**src/rtl/mc_control_unit_if.sv**
```systemverilog
// Control/status bundle between the multicycle control unit and its datapath.
// The slave side is the control unit; the master side is the datapath (or a bench).
interface mc_control_unit_if;
  logic [31:0] instr;
  logic        condex;
  logic        pcwrite;
  logic        irwrite;
  logic        regw;
  logic        memw;
  logic        adrsrc;
  logic        alusrca;
  logic [1:0]  alusrcb;
  logic [1:0]  resultsrc;
  logic [1:0]  immsrc;
  logic [1:0]  regsrc;
  logic [1:0]  alucontrol;
  logic [1:0]  flagw;
  logic        mulstart;
  logic        muldst;
  logic        undef;
  logic [3:0]  state;

  modport master (
    output instr, condex,
    input  pcwrite, irwrite, regw, memw, adrsrc, alusrca, alusrcb, resultsrc,
           immsrc, regsrc, alucontrol, flagw, mulstart, muldst, undef, state
  );

  modport slave (
    input  instr, condex,
    output pcwrite, irwrite, regw, memw, adrsrc, alusrca, alusrcb, resultsrc,
           immsrc, regsrc, alucontrol, flagw, mulstart, muldst, undef, state
  );
endinterface

```
**src/rtl/mc_control_unit.sv**
```systemverilog
// Multicycle ARM-subset control unit: Moore FSM over a shared-memory datapath with
// memory wait states, optional iterative MUL and condition-fail early abort.
//
// state  | meaning
// FETCH  | read instr at PC, PC+4 written back in the last memory cycle
// DECODE | condition check, dispatch on op
// MEMADR | compute load/store address (base +/- imm)
// MEMRD  | data memory read, MEM_LAT cycles
// MEMWB  | write loaded data to Rd
// MEMWR  | data memory write, strobe in the last MEM_LAT cycle
// EXECR  | DP with register operand
// EXECI  | DP with immediate operand
// ALUWB  | write ALU or multiplier result to Rd
// BRANCH | PC <= PC+8+imm
// MULEX  | iterative multiply, MUL_CYCLES cycles
module mc_control_unit #(
  parameter int MEM_LAT    = 1,
  parameter int MUL_EN     = 0,
  parameter int MUL_CYCLES = 4
) (
  input  logic clk,
  input  logic reset_n,
  mc_control_unit_if.slave bus
);

  localparam int CNT_MAX = (MEM_LAT > MUL_CYCLES) ? MEM_LAT : MUL_CYCLES;
  localparam int CW      = $clog2(CNT_MAX + 1);
  localparam logic [CW-1:0] MEM_LAST = CW'(MEM_LAT - 1);
  localparam logic [CW-1:0] MUL_LAST = CW'(MUL_CYCLES - 1);

  typedef enum logic [3:0] {
    S_FETCH  = 4'd0,
    S_DECODE = 4'd1,
    S_MEMADR = 4'd2,
    S_MEMRD  = 4'd3,
    S_MEMWB  = 4'd4,
    S_MEMWR  = 4'd5,
    S_EXECR  = 4'd6,
    S_EXECI  = 4'd7,
    S_ALUWB  = 4'd8,
    S_BRANCH = 4'd9,
    S_MULEX  = 4'd10
  } state_t;

  state_t        st;
  logic [CW-1:0] cnt;
  logic          from_mul;

  logic [1:0] op;
  logic [3:0] cmd;
  logic       rd15;
  logic       is_mul;
  logic       mem_last;
  logic       mul_last;
  logic       unused_bits;

  assign op       = bus.instr[27:26];
  assign cmd      = bus.instr[24:21];
  assign rd15     = (bus.instr[15:12] == 4'hf);
  assign is_mul   = (MUL_EN != 0) && (bus.instr[27:22] == 6'b0) && (bus.instr[7:4] == 4'b1001);
  assign mem_last = (cnt == MEM_LAST);
  assign mul_last = (cnt == MUL_LAST);
  assign unused_bits = ^{bus.instr[31:28], bus.instr[19:16], bus.instr[11:8], bus.instr[3:0]};

  // DP command decode; unsupported commands fall back to ADD with no write and no flags.
  logic [1:0] dp_alu;
  logic       dp_arith;
  logic       dp_supp;
  logic       dp_nowrite;
  always_comb begin
    dp_alu     = 2'b00;
    dp_arith   = 1'b0;
    dp_supp    = 1'b1;
    dp_nowrite = 1'b0;
    case (cmd)
      4'b0100: begin dp_alu = 2'b00; dp_arith = 1'b1; end
      4'b0010: begin dp_alu = 2'b01; dp_arith = 1'b1; end
      4'b0000: dp_alu = 2'b10;
      4'b1100: dp_alu = 2'b11;
      4'b1010: begin dp_alu = 2'b01; dp_arith = 1'b1; dp_nowrite = 1'b1; end
      4'b1011: begin dp_alu = 2'b00; dp_arith = 1'b1; dp_nowrite = 1'b1; end
      default: begin dp_supp = 1'b0; dp_nowrite = 1'b1; end
    endcase
  end

  always_ff @(posedge clk) begin
    if (!reset_n) begin
      st       <= S_FETCH;
      cnt      <= '0;
      from_mul <= 1'b0;
    end else begin
      cnt <= '0;
      case (st)
        S_FETCH:  if (mem_last) st <= S_DECODE; else cnt <= cnt + 1'b1;
        S_DECODE: begin
          from_mul <= 1'b0;
          if (!bus.condex || op == 2'b11) st <= S_FETCH;
          else if (op == 2'b01)           st <= S_MEMADR;
          else if (op == 2'b10)           st <= S_BRANCH;
          else if (is_mul) begin
            st       <= S_MULEX;
            from_mul <= 1'b1;
          end
          else if (bus.instr[25])         st <= S_EXECI;
          else                            st <= S_EXECR;
        end
        S_MEMADR: st <= bus.instr[20] ? S_MEMRD : S_MEMWR;
        S_MEMRD:  if (mem_last) st <= S_MEMWB; else cnt <= cnt + 1'b1;
        S_MEMWR:  if (mem_last) st <= S_FETCH; else cnt <= cnt + 1'b1;
        S_EXECR,
        S_EXECI:  st <= S_ALUWB;
        S_MULEX:  if (mul_last) st <= S_ALUWB; else cnt <= cnt + 1'b1;
        default:  st <= S_FETCH;
      endcase
    end
  end

  logic       o_pcw, o_irw, o_regw, o_memw, o_adr, o_srca, o_mulst, o_muldst, o_undef;
  logic [1:0] o_srcb, o_res, o_alu, o_flagw;

  always_comb begin
    o_pcw = 1'b0; o_irw = 1'b0; o_regw = 1'b0; o_memw = 1'b0; o_adr = 1'b0;
    o_srca = 1'b0; o_mulst = 1'b0; o_muldst = 1'b0; o_undef = 1'b0;
    o_srcb = 2'b00; o_res = 2'b00; o_alu = 2'b00; o_flagw = 2'b00;
    case (st)
      S_FETCH: begin
        o_srca = 1'b1; o_srcb = 2'b10; o_res = 2'b10;
        o_irw  = mem_last;
        o_pcw  = mem_last;
      end
      S_DECODE: begin
        o_srca  = 1'b1; o_srcb = 2'b10; o_res = 2'b10;
        o_undef = bus.condex && (op == 2'b11);
      end
      S_MEMADR: begin
        o_srcb = 2'b01;
        o_alu  = bus.instr[23] ? 2'b00 : 2'b01;
      end
      S_MEMRD: o_adr = 1'b1;
      S_MEMWB: begin
        o_res = 2'b01; o_regw = 1'b1; o_pcw = rd15;
      end
      S_MEMWR: begin
        o_adr = 1'b1; o_memw = mem_last;
      end
      S_EXECR, S_EXECI: begin
        o_srcb  = (st == S_EXECI) ? 2'b01 : 2'b00;
        o_alu   = dp_alu;
        o_flagw = (bus.instr[20] && dp_supp) ? (dp_arith ? 2'b11 : 2'b10) : 2'b00;
      end
      S_ALUWB: begin
        // A MUL writeback never targets the PC and ignores the DP write-suppress decode.
        if (from_mul) begin
          o_res = 2'b11; o_regw = 1'b1; o_muldst = 1'b1;
        end else begin
          o_regw = !dp_nowrite;
          o_pcw  = !dp_nowrite && rd15;
        end
      end
      S_BRANCH: begin
        o_srcb = 2'b01; o_res = 2'b10; o_pcw = 1'b1;
      end
      S_MULEX: o_mulst = (cnt == '0);
      default: ;
    endcase
  end

  assign bus.pcwrite    = reset_n & o_pcw;
  assign bus.irwrite    = reset_n & o_irw;
  assign bus.regw       = reset_n & o_regw;
  assign bus.memw       = reset_n & o_memw;
  assign bus.adrsrc     = reset_n & o_adr;
  assign bus.alusrca    = reset_n & o_srca;
  assign bus.mulstart   = reset_n & o_mulst;
  assign bus.muldst     = reset_n & o_muldst;
  assign bus.undef      = reset_n & o_undef;
  assign bus.alusrcb    = reset_n ? o_srcb  : 2'b00;
  assign bus.resultsrc  = reset_n ? o_res   : 2'b00;
  assign bus.alucontrol = reset_n ? o_alu   : 2'b00;
  assign bus.flagw      = reset_n ? o_flagw : 2'b00;
  assign bus.immsrc     = reset_n ? op : 2'b00;
  assign bus.regsrc     = reset_n ? {op == 2'b01 && !bus.instr[20], op == 2'b10} : 2'b00;
  assign bus.state      = reset_n ? st : 4'd0;

endmodule

```
**src/flat_wrapper.sv**
```systemverilog
// flat-port wrapper written by rule: the top's interface ports become plain ports
module mc_control_unit_flat 
#(
  parameter int MEM_LAT    = 1,
  parameter int MUL_EN     = 0,
  parameter int MUL_CYCLES = 4
)
  (clk, reset_n, bus_instr, bus_condex, bus_pcwrite, bus_irwrite, bus_regw, bus_memw, bus_adrsrc, bus_alusrca, bus_alusrcb, bus_resultsrc, bus_immsrc, bus_regsrc, bus_alucontrol, bus_flagw, bus_mulstart, bus_muldst, bus_undef, bus_state);
  mc_control_unit_if bus_i ();
  input  logic clk;
  input  logic reset_n;
  input wire logic [$bits(bus_i.instr)-1:0] bus_instr;
  input wire logic [$bits(bus_i.condex)-1:0] bus_condex;
  output wire logic [$bits(bus_i.pcwrite)-1:0] bus_pcwrite;
  output wire logic [$bits(bus_i.irwrite)-1:0] bus_irwrite;
  output wire logic [$bits(bus_i.regw)-1:0] bus_regw;
  output wire logic [$bits(bus_i.memw)-1:0] bus_memw;
  output wire logic [$bits(bus_i.adrsrc)-1:0] bus_adrsrc;
  output wire logic [$bits(bus_i.alusrca)-1:0] bus_alusrca;
  output wire logic [$bits(bus_i.alusrcb)-1:0] bus_alusrcb;
  output wire logic [$bits(bus_i.resultsrc)-1:0] bus_resultsrc;
  output wire logic [$bits(bus_i.immsrc)-1:0] bus_immsrc;
  output wire logic [$bits(bus_i.regsrc)-1:0] bus_regsrc;
  output wire logic [$bits(bus_i.alucontrol)-1:0] bus_alucontrol;
  output wire logic [$bits(bus_i.flagw)-1:0] bus_flagw;
  output wire logic [$bits(bus_i.mulstart)-1:0] bus_mulstart;
  output wire logic [$bits(bus_i.muldst)-1:0] bus_muldst;
  output wire logic [$bits(bus_i.undef)-1:0] bus_undef;
  output wire logic [$bits(bus_i.state)-1:0] bus_state;
  assign bus_i.instr = bus_instr;
  assign bus_i.condex = bus_condex;
  assign bus_pcwrite = bus_i.pcwrite;
  assign bus_irwrite = bus_i.irwrite;
  assign bus_regw = bus_i.regw;
  assign bus_memw = bus_i.memw;
  assign bus_adrsrc = bus_i.adrsrc;
  assign bus_alusrca = bus_i.alusrca;
  assign bus_alusrcb = bus_i.alusrcb;
  assign bus_resultsrc = bus_i.resultsrc;
  assign bus_immsrc = bus_i.immsrc;
  assign bus_regsrc = bus_i.regsrc;
  assign bus_alucontrol = bus_i.alucontrol;
  assign bus_flagw = bus_i.flagw;
  assign bus_mulstart = bus_i.mulstart;
  assign bus_muldst = bus_i.muldst;
  assign bus_undef = bus_i.undef;
  assign bus_state = bus_i.state;
  mc_control_unit #(.MEM_LAT(MEM_LAT), .MUL_EN(MUL_EN), .MUL_CYCLES(MUL_CYCLES)) u_core (.clk(clk), .reset_n(reset_n), .bus(bus_i));
endmodule
```
**config.mk**
```make
export PLATFORM = sky130hd
export DESIGN_NAME = mc_control_unit_flat
export DESIGN_NICKNAME = d
export VERILOG_FILES = /design/src/rtl/mc_control_unit_if.sv /design/src/rtl/mc_control_unit.sv /design/src/flat_wrapper.sv
export SDC_FILE = /design/constraint.sdc
export NUM_CORES = 1
export LEC_CHECK = 0
export CAP_MARGIN = 20
export CORE_MARGIN = 1.5
export CORE_UTILIZATION = 61
export DETAILED_ROUTE_END_ITERATION = 10
export DONT_BUFFER_PORTS = 1
export PLACE_DENSITY = 0.77
export SETUP_SLACK_MARGIN = 0.1
export SYNTH_ARGS = -nofsm -noshare
export SYNTH_HDL_FRONTEND = slang
export SYNTH_SLANG_ARGS = --single-unit
```
**constraint.sdc**
```tcl
create_clock -name clk -period 1.9 [get_ports clk]
set_input_delay 0.475 -clock clk [delete_from_list [all_inputs] [get_ports clk]]
set_output_delay 0.475 -clock clk [all_outputs]
set_load 0.01 [all_outputs]
```
==> results.yml, run 1 <==
floorplan:
  core_sq_um: 1334
  dieWidth_um: 41.43
  pin_count: 60
  dieArea_sq_um: 1716
  die_h_um: 41.43
  core.rowCount: 13
  start_util: 0.6754
yosys:
  ys_ff_latch: 7
  ys_async_sr_fraction: 0
  syn_avg_cell_area_sq_um: 7.093
  synth.distinct_cells: 49
  synth-main-ff-cell: "dfxtp_1"
  syn_area_sq_um: 900.9
  synth_nets: 170
  synth_edf_count: 0
  ys.warnings.count: 0
  postSynthCellCount: 127
  ys_seq_area_frac: 0.1556
clock_tree:
  cts_root_buffer: "clkbuf_4"
  htree_levels: 1
  cts_made_buffers: 3
  clk_latency_ns: 0.27
  cts.sink_count: 7
  tritoncts: "done"
  clk_pin_slew_ns: 0.05
  cts_max_path_buffers: 2
worst_setup_path:
  r2r_slack_ns: 0.26
  cp-end-kind: "primary output"
  critPathMaxFanout: 4
  cp_cell_sequence: "and2b_1, a41oi_2, or3_1, a211oi_2"
  critPathKind: "register to primary output"
  worst_setup_path_start_kind: "register"
  crit_slowest_cell: "or3_1"
  ff2ff_path_depth: 5
  slowest_delay_ns: 0.34
  regToRegStartpoint: "u_core.st[2]"
  r2r_end: "u_core.st[2]"
  arrival_ns: 1.54
  worstPathRequired_ns: 1.42
detailed_routing:
  drt_first_pass_iters: 4
  top_layer: "met4"
  via_per_inst: 6.209
  wl_met3_um: 151
  vias: 919
  wl_per_cell_um: 16.29
  drc: 0
  drtAntennaViolNets: 0
  wl_um: 2411
  first_iter_violations: 20
  wl_met2_um: 1209
  wl_met1_um: 1016
power:
  total_power_uw: 453.2
  vdd.ir_drop.worst_mv: 0.3191
  p_int_uw: 294.0
  p_sw_frac: 0.3514
  p_per_area_nw_per_um2: 404.7
  p_switching_uw: 159.2
  pwr-share-seq: 0.365
  p_comb_frac: 0.320
  leakage_nw: 0.4936
  clkPwrFrac: 0.315
placement:
  io_buffers: 0
  dpl.hpwl_um: 1584
  gp_congestion: 0.7941
global_route:
  grt_max_degree: 16
  grt_first_pass_wirelength_um: 3519
  track_usage: 0.2624
  antenna_found_initial: 0
  grt_pass1_vias: 792
  grt_overflow: 0
worst_hold_path:
  hold_path_depth: 2
  worstHoldStart: "reset_n"
  min_to: "u_core.st[0]"
  hold_class: "input port to register"
timing:
  min_period_ns: 2.011
  setup_viol: 4
  finalHoldViolations: 0
  fin_crit_sh: 1.058
  fmax_mhz: 497.3
  slew_violations: 0
  layout_setup_ws_ns: -0.1107
  rsz0062_at_grt: "yes"
  skew_ns: 0.007131
outcome:
  violations: "negative setup slack"
  status: "complete, but fails checks"
layout:
  final_util: 0.8396
  drive_gt1_frac: 0.3609
  final_cell_mix: "inv_1, nand2_1, buf_4"
  fillers: 92
  diodes: 0
  syn2layout_area_growth_pct: 24.31
  nets: 177
flow_run:
  cap_violations: 0
## cell families (layout without fill, tap and decap cells)
family / count (synthesis) / after routing / share of synthesized area
simple gates: 65 / 65 / 0.4070
compound gates: 22 / 22 / 0.1764
buf+inv: 19 / 25 / 0.08888
fa+ha+maj: 8 / 8 / 0.1111
flops: 7 / 7 / 0.1556
mux: 3 / 3 / 0.03750
xor+xnor: 2 / 2 / 0.01945
other cells: 1 / 1 / 0.004163
## per-layer routing
metal | up-vias | GRT usage
li1 | 447 | -
met1 | 432 | 0.3316
met2 | 36 | 0.4156
met3 | 4 | 0.08261
met4 | 0 | 0.09677
met5 | - | 0
## state kept, by name (all words and copies together), names as in the netlist
signal      count
u_core.st       4
u_core.cnt      3
## power by group through the flow
stage | Sequential (mW) | Clock (mW) | Combinational, mW
finish | 0.165 | 0.143 | 0.145
global route | 0.166 | 0.156 | 0.158
CTS | 0.164 | 0.146 | 0.136
detailed placement | 0.166 | 0 | 0.123
global placement | 0.165 | 0 | 0.121
floorplan | 0.157 | 0 | 0.110
## synth_stat cells, drive strengths merged (2+ instances only)
| cell type | number | area [sq um] |
|---|---|---|
| nor3 | 9 | 45.04 |
| nand2 | 12 | 45.04 |
| nand2b | 5 | 31.28 |
| xor2 | 2 | 17.52 |
| a211oi | 2 | 20.02 |
| and3 | 3 | 18.77 |
| nor2 | 10 | 42.54 |
| a21oi | 5 | 28.78 |
| o21ai | 5 | 25.02 |
| o31ai | 2 | 20.02 |
| buf | 6 | 31.28 |
| mux2 | 3 | 33.78 |
| nor3b | 2 | 15.01 |
| and2 | 6 | 37.54 |
| or3 | 2 | 12.51 |
| inv | 12 | 45.04 |
| nor2b | 4 | 25.02 |
| dfxtp | 7 | 140.1 |
| ha | 8 | 100.1 |
## how the worst max path moves through the flow
stage,start,cells past startpoint,to
6_report,u_core.st[2],4,bus_pcwrite
5_1_grt,u_core.st[3],4,bus_pcwrite
4_1_cts,u_core.st[2],4,bus_pcwrite
3_5_place_dp,bus_instr[23],4,bus_pcwrite
3_3_place_gp,bus_instr[23],4,bus_pcwrite
2_1_floorplan,bus_instr[23],4,bus_pcwrite
## worst max-delay path, delay by kind of cell (launching register included)
family	cells	cell delay, ns
simple gates	2	0.57
compound gates	2	0.38
flops	1	0.33
## what timing repair did
item                                    CTS  global route
setup buffers                             0             2
hold buffers                              0             0
endpoints found under the setup margin   15            14
resized for setup                        20            17
pin swaps                                 3             4
## stage by stage
step                setup slack [ns]  setup TNS, ns  hold WS [ns]  instance area (sq um)  instances
detailed placement           0.05754              0        0.4627                  937.1        142
global placement             0.05569              0        0.4514                  937.1        142
global route                 -0.1678        -0.4679        0.3351                   1120        148
floorplan                     0.1126              0        0.4323                  900.9        127
CTS                          -0.1505        -0.2867        0.3350                   1046        146
finish                       -0.1107        -0.2548        0.3446                   1120        148
## final cells by class
class,instances,area [sq um],area share
clock buffers,4,26.28,0.02346
multi-input cells,101,809.5,0.7229
repair buffers,9,71.32,0.06369
inverters,12,45.04,0.04022
flip-flops and latches,7,148.9,0.1330
well taps,15,18.77,0.01676
(Power assumes the default switching activity.)
==> run 2, diff against run 1 <==
Settings changed: CELL_PAD_IN_SITES_DETAIL_PLACEMENT from default to 0, CELL_PAD_IN_SITES_GLOBAL_PLACEMENT from default to 1, CORE_UTILIZATION 61 to 40, PLACE_DENSITY 0.77 to default, PLACE_DENSITY_LB_ADDON from default to 0.1.
==> run 2 against run 1 <==
The run still ends with negative setup slack left; final area grew 20%; global-route usage shrank 7.0 points; flip-flop and latch count is the same; die area grew 48%; final cell count grew 21%; largest power group is now combinational cells.
==> results.yml, run 2 (synthesis results as in run 1) <==
outcome:
  status: "complete, but fails checks"
  violations: "negative setup slack"
floorplan:
  dieArea_sq_um: 2546
  dieWidth_um: 50.46
  start_util: 0.4412
  core.rowCount: 16
  core_sq_um: 2042
  pin_count: 60
  die_h_um: 50.46
layout:
  drive_gt1_frac: 0.4803
  nets: 196
  final_cell_mix: "buf_4, inv_1, nand2_1"
  reg_top3: "u_core.st: 4 flops, u_core.cnt: 3 flops"
  regArea_sq_um: 151.4
  fillers: 198
  final_common_cell: "buf_4"
  syn2layout_area_growth_pct: 49.72
  top_register: "u_core.st"
  fin_cells: 179
  diodes: 0
  largest_register_ffs: 4
  multi_input_area_sq_um: 859.6
detailed_routing:
  drc: 0
  via_per_inst: 5.385
  wl_um: 2548
  wl_per_cell_um: 14.23
  vias: 964
  first_iter_violations: 9
  drtAntennaViolNets: 0
  drt_first_pass_iters: 4
global_route:
  grt_first_pass_wirelength_um: 3753
  track_usage: 0.1920
  antenna_found_initial: 0
  grt_pass1_vias: 848
  grt_overflow: 0
  grt_max_degree: 16
power:
  leakage_nw: 0.5897
  p_per_area_nw_per_um2: 358.7
  p_sw_frac: 0.3356
  pwr-share-seq: 0.338
  p_int_uw: 321.5
  clkPwrFrac: 0.281
  p_switching_uw: 162.4
  vdd.ir_drop.worst_mv: 0.4195
  p_comb_frac: 0.382
worst_setup_path:
  worstPathRequired_ns: 1.42
  arrival_ns: 1.53
  ff2ff_path_depth: 8
  critPathMaxFanout: 4
  r2r_end: "u_core.st[2]"
  r2r_slack_ns: 0.20
  cp_cell_sequence: "and2b_1, a41oi_2, or3_1, a211oi_2"
  regToRegStartpoint: "u_core.st[2]"
  worst_setup_path_start_kind: "register"
  slowest_delay_ns: 0.35
  crit_slowest_cell: "dfxtp_4"
  critPathKind: "register to primary output"
  cp-end-kind: "primary output"
clock_tree:
  cts_root_buffer: "clkbuf_4"
  cts.sink_count: 7
  tritoncts: "done"
  cts_made_buffers: 3
  clk_pin_slew_ns: 0.05
  clk_latency_ns: 0.26
  htree_levels: 1
  hold_buffers: 0
  cts_max_path_buffers: 2
timing:
  skew_ns: 0.008277
  layout_setup_ws_ns: -0.1049
  slew_violations: 0
  min_period_ns: 2.005
  fmax_mhz: 498.8
  setup_viol: 3
  hold_slack_ns: 0.3498
  finalHoldViolations: 0
  fin_crit_sh: 1.055
  rsz0062_at_grt: "yes"
placement:
  place_inst: 162
  gp_congestion: 0.7829
  dpl.hpwl_um: 1773
  preCtsSetupSlack_ns: 0.04111
  io_buffers: 0
worst_hold_path:
  min_to: "u_core.st[0]"
  hold_path_depth: 2
  hold_class: "input port to register"
  worstHoldStart: "reset_n"
flow_run:
  cap_violations: 0
run 2: routing by layer:
layer  part of all wire  vias up  GRT usage  routed length (um)
li1                   -      486          -                   -
met1               0.43      446     0.2318                1099
met2               0.52       30     0.3399                1320
met3              0.047        2    0.05060                 121
met4             0.0024        0    0.04054                   6
met5                  0        -          0                   0
run 2: timing repair:
action | in CTS | in global routing
buffers inserted | 7 | 6
setup endpoints to repair | 11 | 14
resized for setup | 32 | 18
pin swaps | 11 | 14
run 2: power groups by stage:
stage,Sequential (mW),Clock (mW),Combinational (mW)
floorplan,0.157,0,0.110
global placement,0.164,0,0.136
detailed placement,0.165,0,0.136
CTS,0.162,0.143,0.166
global route,0.164,0.155,0.199
finish,0.163,0.136,0.185
run 2: worst max path at each step:
stage | startpoint | endpoint | slack [ns] | depth (start not counted)
after CTS | u_core.st[2] | bus_pcwrite | -0.15 | 4
after global placement | bus_instr[23] | bus_pcwrite | 0.05 | 4
after floorplan | bus_instr[23] | bus_pcwrite | 0.11 | 4
after global routing | u_core.st[2] | bus_pcwrite | -0.17 | 4
final | u_core.st[2] | bus_pcwrite | -0.10 | 4
after detailed placement | bus_instr[23] | bus_pcwrite | 0.04 | 4
run 2: layout make-up:
| cell class | instances | share of cell area |
|---|---|---|
| clock buffer | 4 | 0.01948 |
| inverter | 12 | 0.03340 |
| sequential | 7 | 0.1122 |
| multi-input combinational | 101 | 0.6373 |
| timing repair buffer | 28 | 0.1725 |
| tap | 27 | 0.02505 |
run 2: through the flow:
| stage | TNS, ns | util | cell area (sq um) | power, mW |
|---|---|---|---|---|
| global route | -0.3997 | 0.6605 | 1349 | 0.5179 |
| detailed placement | 0 | 0.4957 | 1012 | 0.3009 |
| global placement | 0 | 0.4957 | 1012 | 0.2997 |
| finish | -0.1369 | 0.6605 | 1349 | 0.4839 |
| floorplan | 0 | - | 900.9 | 0.2666 |
| CTS | -0.2538 | 0.5956 | 1216 | 0.4717 |
run 2: worst max-delay path, delay by kind of cell, from the launching register on:
kind | cells | cell delay (ns)
DFF | 1 | 0.35
AOI/OAI and AO/OA | 2 | 0.39
and+or+nand+nor | 2 | 0.55
